**src/rtl/dmem_bridge.sv**
```systemverilog
// dmem_bridge: CPU load/store port to valid/ready memory bus, with lane alignment, load extension, fault and timeout
module dmem_bridge #(
   parameter int XLEN    = 64,
   parameter int TIMEOUT = 255
) (
   input  logic              clock,
   input  logic              reset,
   input  logic              mem_load,
   input  logic              mem_store,
   input  logic [XLEN-1:0]   address,
   input  logic [XLEN-1:0]   store_data,
   input  logic [2:0]        funct3,
   output logic [XLEN-1:0]   load_data,
   output logic              stall,
   output logic              fault,
   output logic              bus_req_valid,
   input  logic              bus_req_ready,
   output logic              bus_req_we,
   output logic [XLEN-1:0]   bus_req_addr,
   output logic [XLEN-1:0]   bus_req_wdata,
   output logic [XLEN/8-1:0] bus_req_wstrb,
   input  logic              bus_rsp_valid,
   input  logic [XLEN-1:0]   bus_rsp_rdata,
   input  logic              bus_rsp_err
);
   localparam int NB = XLEN/8;
   localparam int OW = $clog2(NB);
   localparam int CW = $clog2(TIMEOUT+1);
   localparam logic [1:0] IDLE = 2'd0, REQ = 2'd1, WAIT = 2'd2, DONE = 2'd3;
   logic [1:0]      state_q, state_d;
   logic [XLEN-1:0] addr_q, addr_d, data_q, data_d, load_data_q, load_data_d;
   logic [2:0]      funct3_q, funct3_d;
   logic            we_q, we_d, fault_q, fault_d;
   logic [CW-1:0]   cnt_q, cnt_d;
   logic [2:0]      amask;
   logic [7:0]      mask8;
   logic [NB-1:0]   mask;
   logic [OW-1:0]   off;
   logic [XLEN-1:0] sh, ext;
   logic            busy, illegal, misaligned, timeout_hit;
   assign busy        = state_q == REQ || state_q == WAIT;
   assign timeout_hit = busy && cnt_q == CW'(TIMEOUT-1);
   assign amask       = funct3[1:0] == 2'd0 ? 3'd0 : funct3[1:0] == 2'd1 ? 3'd1 : funct3[1:0] == 2'd2 ? 3'd3 : 3'd7;
   assign misaligned  = |(address[2:0] & amask);
   assign illegal     = funct3[1:0] == 2'b11 && (funct3[2] || XLEN == 32);
   assign off         = addr_q[OW-1:0];
   assign mask8       = funct3_q[1:0] == 2'd0 ? 8'h01 : funct3_q[1:0] == 2'd1 ? 8'h03 : funct3_q[1:0] == 2'd2 ? 8'h0F : 8'hFF;
   assign mask        = mask8[NB-1:0];
   assign sh          = bus_rsp_rdata >> {off, 3'b000};
   assign ext = funct3_q == 3'b000 ? XLEN'($signed(sh[7:0]))  :
                funct3_q == 3'b001 ? XLEN'($signed(sh[15:0])) :
                funct3_q == 3'b010 ? XLEN'($signed(sh[31:0])) :
                funct3_q == 3'b100 ? XLEN'(sh[7:0])           :
                funct3_q == 3'b101 ? XLEN'(sh[15:0])          :
                funct3_q == 3'b110 ? XLEN'(sh[31:0])          : sh;
   always_comb begin
      state_d     = state_q;
      addr_d      = addr_q;
      data_d      = data_q;
      funct3_d    = funct3_q;
      we_d        = we_q;
      cnt_d       = cnt_q;
      load_data_d = load_data_q;
      fault_d     = 1'b0;
      if (state_q == IDLE && (mem_load || mem_store)) begin
         if ((mem_load && mem_store) || illegal || misaligned) begin
            state_d = DONE;
            fault_d = 1'b1;
            if (mem_load) load_data_d = '0;
         end else begin
            state_d  = REQ;
            addr_d   = address;
            data_d   = store_data;
            funct3_d = funct3;
            we_d     = mem_store;
            cnt_d    = '0;
         end
      end else if (busy) begin
         cnt_d = cnt_q + 1'b1;
         // a response landing on the last allowed cycle still completes normally
         if (state_q == WAIT && bus_rsp_valid) begin
            state_d = DONE;
            fault_d = bus_rsp_err;
            if (!we_q) load_data_d = bus_rsp_err ? '0 : ext;
         end else if (timeout_hit) begin
            state_d = DONE;
            fault_d = 1'b1;
            if (!we_q) load_data_d = '0;
         end else if (state_q == REQ && bus_req_ready) state_d = WAIT;
      end else if (state_q == DONE) state_d = IDLE;
   end
   always_ff @(posedge clock) begin
      if (!reset) begin
         state_q     <= IDLE;
         addr_q      <= '0;
         data_q      <= '0;
         funct3_q    <= '0;
         we_q        <= 1'b0;
         cnt_q       <= '0;
         load_data_q <= '0;
         fault_q     <= 1'b0;
      end else begin
         state_q     <= state_d;
         addr_q      <= addr_d;
         data_q      <= data_d;
         funct3_q    <= funct3_d;
         we_q        <= we_d;
         cnt_q       <= cnt_d;
         load_data_q <= load_data_d;
         fault_q     <= fault_d;
      end
   end
   assign load_data     = load_data_q;
   assign fault         = reset && fault_q;
   assign stall         = reset && ((state_q == IDLE && (mem_load || mem_store)) || busy);
   assign bus_req_valid = reset && state_q == REQ && !timeout_hit;
   assign bus_req_we    = we_q;
   assign bus_req_addr  = {addr_q[XLEN-1:OW], {OW{1'b0}}};
   assign bus_req_wdata = data_q << {off, 3'b000};
   assign bus_req_wstrb = we_q ? mask << off : '0;
endmodule

```
**config.mk**
```make
export PLATFORM = sky130hd
export DESIGN_NAME = dmem_bridge
export DESIGN_NICKNAME = d
export VERILOG_FILES = /design/src/rtl/dmem_bridge.sv
export SDC_FILE = /design/constraint.sdc
export NUM_CORES = 1
export LEC_CHECK = 0
export BUFFER_PORTS_ARGS = -buffer_cell sky130_fd_sc_hd__buf_2
export CAP_MARGIN = 20
export CORE_ASPECT_RATIO = 2
export CORE_MARGIN = 8
export CORE_UTILIZATION = 41
export CTS_CLUSTER_SIZE = 24
export DETAILED_ROUTE_END_ITERATION = 16
export MAX_ROUTING_LAYER = met4
export PLACE_DENSITY = 0.76
export RECOVER_POWER = 100
export REMOVE_ABC_BUFFERS = 1
export SYNTH_ARGS = -nofsm -noshare
export SYNTH_HDL_FRONTEND = slang
export SYNTH_SLANG_ARGS = --single-unit
```
**constraint.sdc**
```tcl
create_clock -name clock -period 2.56 [get_ports clock]
set_input_delay 0.128 -clock clock [delete_from_list [all_inputs] [get_ports clock]]
set_output_delay 0.128 -clock clock [all_outputs]
set_load 0.01 [all_outputs]
```
======== After elaboration in Yosys (flattened, before gate mapping) ========
Cells that the tools add are included.
word-level totals
  flip-flop bits (word level) ............. 207
  input bits .............................. 202
  output and inout bits ................... 204
  word-level logic and storage cells ...... 99
cells by class
  add/subtract/negate cells ............... 1
  equality and inequality tests ........... 20
  shifts and indexed selects .............. 3
  muxes and demuxes ....................... 37
  bitwise operators ....................... 2
  reduce and logical (&&, ||, !) cells .... 28
operator list
  kind                   count
  $mux W64               15
  $shl A64 B6 Y64        1
  $shr A64 B6 Y64        1
  $mux W8                7
  $mux W2                7
  $eq A2 B2 Y1 const B   5
  $logic_and A1 B1 Y1    10
  $eq A3 B3 Y1 const B   3
  $mux W3                3
  $add A8 B1 Y8 const B  1
  $eq A8 B8 Y1 const B   1
  $shl A8 B3 Y8          1
  $eq A2 B1 Y1 const B   3
  $logic_not A2 Y1       3
  $reduce_and A2 Y1      3
  $reduce_and A6 Y1      1
  $reduce_bool A3 Y1     2
  $logic_or A1 B1 Y1     5
  $mux W1                5
  $ne A5 B1 Y1 const B   1
  $ne A2 B2 Y1 const B   2
  $and A3 B3 Y3          1
  $eq A3 B1 Y1 const B   1
  $eq A3 B2 Y1 const B   1
  8 further kinds        8

======== Depth between registers and ports, before layout ========
Gate-level depths: netlist of the first run.
  word-level depth ........................ 12
  depth in mapped cells ................... 10
  depth with buffers taken out ............ 7

======== Worst setup path before layout of the first run ========
Ideal clock, no wire load.
  kind .................................... reg2reg
  start ................................... register state_q[0]
  end ..................................... register load_data_q[5], in the netlist load_data[5]
  setup time .............................. 70 ps
  data arrival time ....................... 2245 ps
  data required time ...................... 2490 ps
  setup slack ............................. 245 ps
  cell stages (with the launch flop) ...... 10
  path buffers ............................ 2
  clock period less this slack ............ 2315 ps
  path through ............................ dfxtp_1 inv_1 ha_1 clkbuf_1 nand4_1 o21ai_1 a221o_2 buf_6 or4_1 a21boi_1
between the ends
  longest elaborated chain between the ends .. 5
  elaborated cells between the ends (all ways) .. 17
  those cells by class .................... eq/ne (6); mux (3); reduce/logical (8)
RTL lines
  element                                                         RTL line  text
  start: declaration                                              30        logic [1:0] state_q, state_d;
  start signal: assignment                                        103       state_q <= state_d;
  $eq A2 B1 Y1 or $eq A2 B2 Y1 (tied branches)                    41, 81
  $logic_or A1 B1 Y1 or $logic_and A1 B1 Y1 (tied branches)       41, 81
  $logic_and A1 B1 Y1 or $mux W64 (tied branches)                 42, 81
  $ne A3 B2 Y1 (no source line), or another cell as far along     -
  $reduce_and A6 Y1 (no source line) or $mux W64 (tied branches)  -
  end signal: assignment                                          109       load_data_q <= load_data_d;
  end: declaration                                                31        logic [XLEN-1:0] addr_q, addr_d, data_q, data_d, load_data_q, load_data_d;
Several ways; a longest one is shown, not always the timed one. The select of a mux whose other input is x is not followed.
A chain may end at the register's enable or synchronous reset.

======== Worst setup path in the final report of the first run ========
  start ................................... register addr_q[1]
  end ..................................... output port bus_req_wdata[51]
between the ends
  longest elaborated chain between the ends .. 1
RTL lines
  element                   RTL line  text
  start: declaration        31
  start signal: assignment  104       addr_q <= addr_d;
  $shl A64 B6 Y64           119       assign bus_req_wdata = data_q << {off, 3'b000};
  end: declaration          20        output logic [XLEN-1:0] bus_req_wdata,
Every way passes these cells.

==> results of run 1 <==
-- area by class of cell --
type / instances / area [µm²] / area share
Tap cell: 364 / 455.4 / 0.02796
Inverter: 6 / 22.52 / 0.001383
Multi-Input combinational cell: 1093 / 7116 / 0.4369
Antenna cell: 14 / 35.03 / 0.002151
Clock inverter: 6 / 87.58 / 0.005378
Clock buffer: 29 / 636.9 / 0.03910
Sequential cell: 207 / 4156 / 0.2552
Timing Repair Buffer: 589 / 3777 / 0.2319
-- layer usage --
| metal | GRT usage | vias up |
|---|---|---|
| met5 | - | - |
| met4 | 0.2067 | 0 |
| li1 | - | 6063 |
| met3 | 0.04805 | 228 |
| met1 | 0.2535 | 6131 |
| met2 | 0.4402 | 670 |
-- worst min-delay path by stage --
stage / startpoint / to / cells after the start / slack, ns
4_1_cts: address[2] / addr_q[2]$_SDFFE_PN0N_ / 3 / 0.02
6_report: address[2] / addr_q[2]$_SDFFE_PN0N_ / 3 / 0.0002
2_1_floorplan: reset / cnt_q[7]$_SDFFE_PN0P_ / 2 / 0.24
3_3_place_gp: address[52] / addr_q[52]$_SDFFE_PN0N_ / 3 / 0.38
3_5_place_dp: address[24] / addr_q[24]$_SDFFE_PN0N_ / 3 / 0.38
5_1_grt: address[2] / addr_q[2]$_SDFFE_PN0N_ / 3 / 0.0003
-- power by group --
part	switching (mW)	internal, mW	total, mW
combinational	1.68	1.12	2.80
sequential	0.181	3.41	3.59
clock	1.36	1.94	3.30
-- layout by cell type, fill, tap and decap left out, types with 5 or more instances in the layout --
master and n:
nor3_1 7, clkbuf_8 6, a22o_1 49, a21boi_0 139, a32o_1 7, and2_1 22
mux4_2 20, dlygate4sd3_1 137, buf_2 274, buf_12 10, or2_2 5, a211o_1 6
buf_4 31, inv_1 5, a21oi_1 46, nand3_1 5, nand4_1 6, diode_2 14
o211ai_1 23, dfxtp_1 203, a211oi_1 13, o21ai_0 73, o221ai_1 7, mux2_2 29
nand2_1 352, nand2b_1 6, ha_1 6, mux2i_1 100, o21a_1 5, nor2_1 69
a31oi_1 8, o22ai_1 20, clkbuf_1 130, nor2b_1 10, clkbuf_16 23
-- registers in the layout (all words and copies together), names as in the netlist --
register and flops:
addr_q 64, bus_req_we 1, cnt_q 8, data_q 64, fault_q 1, funct3_q 3
load_data 64, state_q 2
-- worst max-delay path, stage by stage, from the launching register on --
cell	delay, ns
dfxtp_4	0.53
buf_16	0.32
mux2_2	0.39
o211ai_1	0.19
o21ai_0	0.17
buf_2	0.18
-- cells by family (layout without fill, tap and decap cells) --
family,after synthesis,in the layout,synth area share
AOI/OAI and AO/OA,424,425,0.2428
other,1,17,0.0003064
adders and majority gates,6,6,0.006134
and+or+nand+nor,506,506,0.1750
DFF,207,207,0.3386
xor gates and xnor gates,2,2,0.001432
buffers and inverters,201,630,0.08874
muxes,151,151,0.1469
-- timing repair --
action | CTS | global route
gates cloned | 0 | 2
endpoints found under the setup margin | 1 | 31
pin swaps | 0 | 3
resized for setup | 1 | 14
endpoints found under the hold margin | 137 | 0
buffers inserted | 0 | 5
hold buffers | 137 | 0
==> results.tsv, run 1 <==
metric	value	unit
final_core_util	0.5540	
synth_seq_cells	207	
synth_cell_types	63	
core	29400	µm²
drv_cap	0	
whs	0.0001829	ns
worst_pin_slew	0.9807	ns
setup_viol	0	
place_area	14180	µm²
clk_latency	0.51	ns
nets	2126	
dpl.cell_count	2115	
power_density	594.8	nW/µm²
yosysTopAreaCell	dfxtp_1	
fp.dieW	138.2	µm
finalMaxSlewViolations	0	
drcViolationCount	0	
via_per_inst	5.672	
area_growth	33.08	%
synth_top_area_frac	0.3386	
fin_worst_skew	0.007184	ns
postSynth.asyncResetShare	0	
ios	406	
clk_path_buf_depth	3	
p_leak	6.220	nW
clock-root-buffer	clkbuf_16	
stdcell_count	2308	
synth_ff_type	dfxtp_1	
endpoint	bus_req_wdata[51]	
finalWorstSetupSlack	0.05063	ns
grt_first_pass_wirelength	73.02	mm
nFillCells	2649	
antenna_found_initial	10	
start_kind	flop	
wl_per_cell	21.12	µm
cp.arrival	2.38	ns
wl_met3	3.356	mm
first_iter_violations	926	
finalCriticalPeriod	2.509	ns
outcome	complete, no violations	
crit_fanout	59	
initial_core_util	0.4163	
ys_seq_area_frac	0.3386	
grt_overflow	0	
hold_viol_final	0	
netlist_top_cells_area	dfxtp_1 34%, nand2_1 11%, a21boi_0 8.6%, mux2i_1 8.3%, buf_4 4.4%	
wirelength	48.73	mm
cts_tree	yes	
r2r_cells	10	
io_buffer_count	402	
reg2reg_slack	0.13	ns
tns	0	ns
hpwl	33.92	mm
synth_area_per_cell	8.170	µm²
synth.most_common_cell	nand2_1	
cts_sinks	207	
grtUsageTotal	0.2575	
worstPathRequired	2.43	ns
max_freq	398.5	MHz
grt_pass1_vias	13470	
yosysWarnings	0	
crit_path_start	addr_q[1]$_SDFFE_PN0N_	
vias	13090	
die_h	260.3	µm
finalWeightedCongestion	0.9759	
rr_startpoint	state_q[0]$_SDFFE_PN0P_	
p_total	9.687	mW
wl_met2	24.61	mm
slew-limit-headroom	0.3449	
die-area	35970	µm²
wl_met1	16.88	mm
postRouteAntennaNets	0	
synth_edf_count	0	
post-route-period-util	0.9802	
synth.cell_area	12240	µm²
synthTopCellsByCount	352 x nand2_1, 207 x dfxtp_1, 140 x a21boi_0	
min_path_type	input pin to flop	
clk_pin_slew	0.07	ns
cts_max_level	1	
drive_above_1_share	0.2249	
drtPass1Iterations	6	
final_cell_area	16290	µm²
path_class	flop to primary output	
pre_cts_ws	0.1463	ns
top_layer	met4	
numCtsBuffers	21	
std_cell_rows	89	
vdd_drop_max	0.4759	mV
grt_max_degree	85	
synth_cells	1498	
endpoint_kind	primary output	
r2r-end	load_data[52]$_SDFFE_PN0P_	
Note: power is estimated with default switching activity, not from simulation.
==> inputs of run 2 (changes only) <==
Settings changed: CAP_MARGIN 20 to not set.
Clock period 2.56 ns to 2.4 ns, I/O delays scaled along.
==> run 2 against run 1 <==
Sequential share of layout area shrank 0.38 points. Largest cell class unchanged. Final area grew 1.5%. Count of clock-buffer cells in the layout shrank 1. Critical endpoint is now load_data[46]$_SDFFE_PN0P_. Sequential cell count is the same. First-iteration DRC count shrank 4.0%. Core utilization grew 0.84 points.
==> results.tsv, run 2 (synthesis gave the netlist of run 1 again) <==
metric	value	unit
outcome	complete, no violations	
grt_overflow	0	
initial_core_util	0.4163	
max_freq	422.8	MHz
power_density	648.0	nW/µm²
drv_cap	0	
finalMaxSlewViolations	0	
drive_above_1_share	0.2149	
p_leak	6.201	nW
die-area	35970	µm²
cts_sinks	207	
wl_per_cell	21.35	µm
clk_latency	0.52	ns
ios	406	
drtPass1Iterations	5	
finalCriticalPeriod	2.365	ns
via_per_inst	5.703	
clk_pin_slew	0.07	ns
min_path_type	input pin to flop	
final_cell_mix	351 x nand2_1, 237 x buf_2, 203 x dfxtp_1	
grt_pass1_vias	13580	
stdcell_count	2325	
grt_first_pass_wirelength	74.48	mm
cts_max_level	1	
clock-root-buffer	clkbuf_16	
worst_pin_slew	0.9663	ns
hpwl	34.31	mm
setup_viol	0	
vias	13260	
finalWorstSetupSlack	0.03462	ns
pre_cts_ws	0.09746	ns
dpl.cell_count	2124	
io_buffer_count	402	
fp.dieW	138.2	µm
fin_worst_skew	0.006386	ns
nets	2142	
die_h	260.3	µm
grt_max_degree	111	
nFillCells	2693	
cts_tree	yes	
p_total	10.71	mW
numCtsBuffers	22	
area_growth	35.11	%
post-route-period-util	0.9856	
path_class	flop to flop	
core	29400	µm²
wirelength	49.64	mm
vdd_drop_max	0.8728	mV
std_cell_rows	89	
finalWeightedCongestion	0.9554	
slew-limit-headroom	0.3545	
crit_fanout	13	
postRouteAntennaNets	0	
grtUsageTotal	0.2643	
clk_path_buf_depth	3	
drcViolationCount	0	
worstPathRequired	2.87	ns
hold_viol_final	0	
layout_commonest_cell	nand2_1	
first_iter_violations	889	
tns	0	ns
endpoint_kind	flop	
start_kind	flop	
cp.arrival	2.84	ns
antenna_found_initial	10	
==> run 2: critical path, cell delays in order (launching register included) <==
cell       delay (ns)
dfxtp_4          0.44
buf_4            0.19
mux2i_1          0.10
mux4_2           0.57
and3_4           0.23
nor4_4           0.26
buf_4            0.20
clkbuf_16        0.18
a22o_1           0.13
==> run 2: path summary, 6_finish.rpt <==
path / to / cells past startpoint / startpoint / slack, ns
worst min register to register: data_q[54]$_SDFFE_PN0N_ / 2 / data_q[54]$_SDFFE_PN0N_ / 0.46
worst max-delay path: load_data[46]$_SDFFE_PN0P_ / 8 / addr_q[1]$_SDFFE_PN0N_ / 0.03
worst max register to register: load_data[46]$_SDFFE_PN0P_ / 8 / addr_q[1]$_SDFFE_PN0N_ / 0.03
worst min-delay path: cnt_q[7]$_SDFFE_PN0P_ / 3 / reset / 0.07
==> run 2: report_power, final <==
part | total, mW | internal, mW | switching (mW)
sequential | 3.81 | 3.64 | 0.169
combinational | 3.08 | 1.25 | 1.84
clock | 3.82 | 2.29 | 1.53
total | 10.7 | 7.18 | 3.53
==> run 2: timing repair <==
action                                  4_1_cts  5_1_grt
gates cloned                                  2        3
endpoints found under the setup margin       17       50
hold buffers                                140        0
pin swaps                                     0        2
gates resized for setup                       9       16
setup buffers                                 2        3
endpoints found under the hold margin       140        0
==> run 2: metrics by stage <==
step | util | hold WS [ns] | instance area [µm²]
finish | 0.5624 | 0.06897 | 16530
global route | 0.5624 | 0.09533 | 16530
CTS | 0.5649 | 0.04272 | 16610
detailed placement | 0.4859 | 0.3789 | 14280
global placement | 0.4859 | 0.3692 | 14280
floorplan | - | 0.2362 | 11180
==> run 2: metal layers <==
layer / wire length, µm / vias up / share of wire / track usage
li1: - / 6095 / - / -
met1: 17320 / 6249 / 0.35 / 0.2598
met2: 25280 / 679 / 0.51 / 0.4576
met3: 3108 / 237 / 0.063 / 0.04787
met4: 3942 / 0 / 0.079 / 0.2024
met5: 0 / - / 0 / -
==> run 2: layout make-up <==
type	instances	area [µm²]	area share
multi-input cells	1093	7117	0.4304
diodes	11	27.53	0.001665
clock inverters	12	178.9	0.01082
well taps	364	455.4	0.02754
inverters	6	22.52	0.001362
repair buffers	604	3953	0.2390
clock buffers	28	624.3	0.03776
flip-flops and latches	207	4156	0.2514
==> inputs of run 3 (changes only) <==
Settings changed: ABC_AREA set to 1.
==> run 3 against run 2 <==
First-iteration DRC count grew 46%. Core utilization fell by 2.4 points. Critical endpoint is now data_q[55]$_SDFFE_PN0N_. Synthesized area grew 1.3%. Register-to-register slack gained 0.08 ns. Largest power group is now combinational logic. Total power grew 28%.
==> results.tsv, run 3 <==
metric	value	unit
drtPass1Iterations	5	
drcViolationCount	0	
ios	406	
area_growth	30.15	%
finalWorstSetupSlack	0.1112	ns
cp.arrival	2.74	ns
via_per_inst	5.274	
wirelength	48.21	mm
clk_path_buf_depth	3	
drive_above_1_share	0.1602	
yosysWarnings	0	
clk_latency	0.52	ns
outcome	complete, no violations	
nets	2621	
final_cell_area	16140	µm²
place_area	14150	µm²
yosysTopAreaCell	dfxtp_1	
synth_area_per_cell	6.123	µm²
postSynth.asyncResetShare	0	
synth.cell_area	12400	µm²
slew-limit-headroom	0.5637	
worst_pin_slew	0.6537	ns
synthTopCellsByCount	769 x nand2_1, 229 x o21ai_0, 221 x a21oi_1	
first_iter_violations	1300	
drv_cap	0	
fin_worst_skew	0.005509	ns
std_cell_rows	90	
synth_edf_count	0	
grt_max_degree	101	
grt_overflow	0	
synth_top_area_frac	0.3342	
die-area	36400	µm²
hold_viol_final	0	
antenna_found_initial	6	
layout_commonest_cell	nand2_1	
crit_fanout	50	
synth_cells	2025	
pre_cts_ws	0.3465	ns
numCtsBuffers	22	
setup_viol	0	
die_h	261.9	µm
start_kind	flop	
synth_cell_types	36	
grt_first_pass_wirelength	75.50	mm
path_class	flop to flop	
finalWeightedCongestion	0.9836	
fp.dieW	139.0	µm
p_total	13.70	mW
ys_seq_area_frac	0.3342	
endpoint_kind	flop	
cts_max_level	1	
finalCriticalPeriod	2.289	ns
core	29950	µm²
final_core_util	0.5388	
vias	14780	
final_cell_mix	769 x nand2_1, 275 x buf_2, 223 x o21ai_0	
max_freq	436.9	MHz
cts_tree	yes	
hpwl	33.24	mm
worstPathRequired	2.85	ns
synth_ff_type	dfxtp_1	
finalMaxSlewViolations	0	
vdd_drop_max	0.6820	mV
netlist_top_cells_area	dfxtp_1 33%, nand2_1 23%, o21ai_0 9.2%, a21oi_1 8.9%, nand3_1 4.8%	
p_leak	7.125	nW
power_density	849.2	nW/µm²
min_path_type	input pin to flop	
post-route-period-util	0.9537	
initial_core_util	0.4140	
synth_seq_cells	207	
postRouteAntennaNets	0	
clk_pin_slew	0.06	ns
clock-root-buffer	clkbuf_16	
io_buffer_count	402	
grt_setup_unrepaired	true	
synth.most_common_cell	nand2_1	
grtUsageTotal	0.2613	
cts_sinks	207	
wl_per_cell	17.21	µm
grt_pass1_vias	14330	
-- run 3: cell types whose count changed after synthesis, sizes merged, moves of 19 or more --
cell,before,now
inv,6,113
buf,111,139
o21ai,76,229
a21boi,143,1
mux2i,102,0
nand3,5,122
mux4,20,0
a21oi,47,221
nand2,352,772
mux2,29,0
a22o,49,0
and2,24,5
-- run 3: cells by family after synthesis --
group,after synthesis,synth area share
simple gates,980,0.3168
compound gates,499,0.2103
buf+inv,332,0.1324
flops,207,0.3342
fa+ha+maj,6,0.006054
other cells,1,0.0003024
-- run 3: worst paths after layout --
check                            end  slack, ns               startpoint  depth (start not counted)
min          data_q[58]$_SDFFE_PN0N_       0.02                    reset                          3
max          data_q[55]$_SDFFE_PN0N_       0.11  state_q[0]$_SDFFE_PN0P_                          9
min reg2reg  data_q[59]$_SDFFE_PN0N_       0.45  data_q[59]$_SDFFE_PN0N_                          2
max reg2reg  data_q[55]$_SDFFE_PN0N_       0.11  state_q[0]$_SDFFE_PN0P_                          9
-- run 3: final cells by class --
cell class / count / area (µm²)
Fill cell: 3062 / 13820
Sequential cell: 207 / 4153
Timing Repair Buffer: 579 / 3697
Clock buffer: 30 / 663.1
Multi-Input combinational cell: 1488 / 6654
Clock inverter: 9 / 55.05
Inverter: 115 / 440.4
Tap cell: 368 / 460.4
Antenna cell: 6 / 15.01
-- run 3: routing by layer --
layer	GRT usage	share of wire
met2	0.4295	0.47
met5	-	0
met4	0.08924	0.031
met1	0.3093	0.41
met3	0.06149	0.095
-- run 3: power breakdown --
group / leakage, nW / internal [mW] / switching [mW] / total [mW]
clock network: 0.359 / 1.94 / 1.48 / 3.42
registers: 1.69 / 3.85 / 0.258 / 4.11
logic: 5.08 / 2.15 / 4.02 / 6.17
-- run 3: repair_timing --
action                                 in CTS  in global routing
gates cloned                                0                  1
endpoints found under the hold margin     132                  0
buffers inserted                            0                  2
hold buffers                              133                  0
setup endpoints to repair                   2                 17
resized for setup                           1                 11
-- run 3: critical path, stage by stage (launching register included) --
cell and delay (ns):
dfxtp_1 0.38, inv_1 0.09, ha_1 0.21, nand2_1 0.12, nand2_2 0.14, nand3_4 0.19, buf_16 0.25, o21ai_0 0.12
dlygate4sd3_1 0.59, a21oi_1 0.12
-- run 3: through the flow --
| step | TNS [ns] | std cells | hold WS [ns] |
|---|---|---|---|
| CTS | 0 | 2793 | 0.0009198 |
| finish | 0 | 2802 | 0.01903 |
| detailed placement | 0 | 2621 | 0.3753 |
| floorplan | -527.03 | 1810 | 0.2430 |
| global route | -0.04958 | 2800 | 0.01610 |
| global placement | 0 | 2621 | 0.3690 |
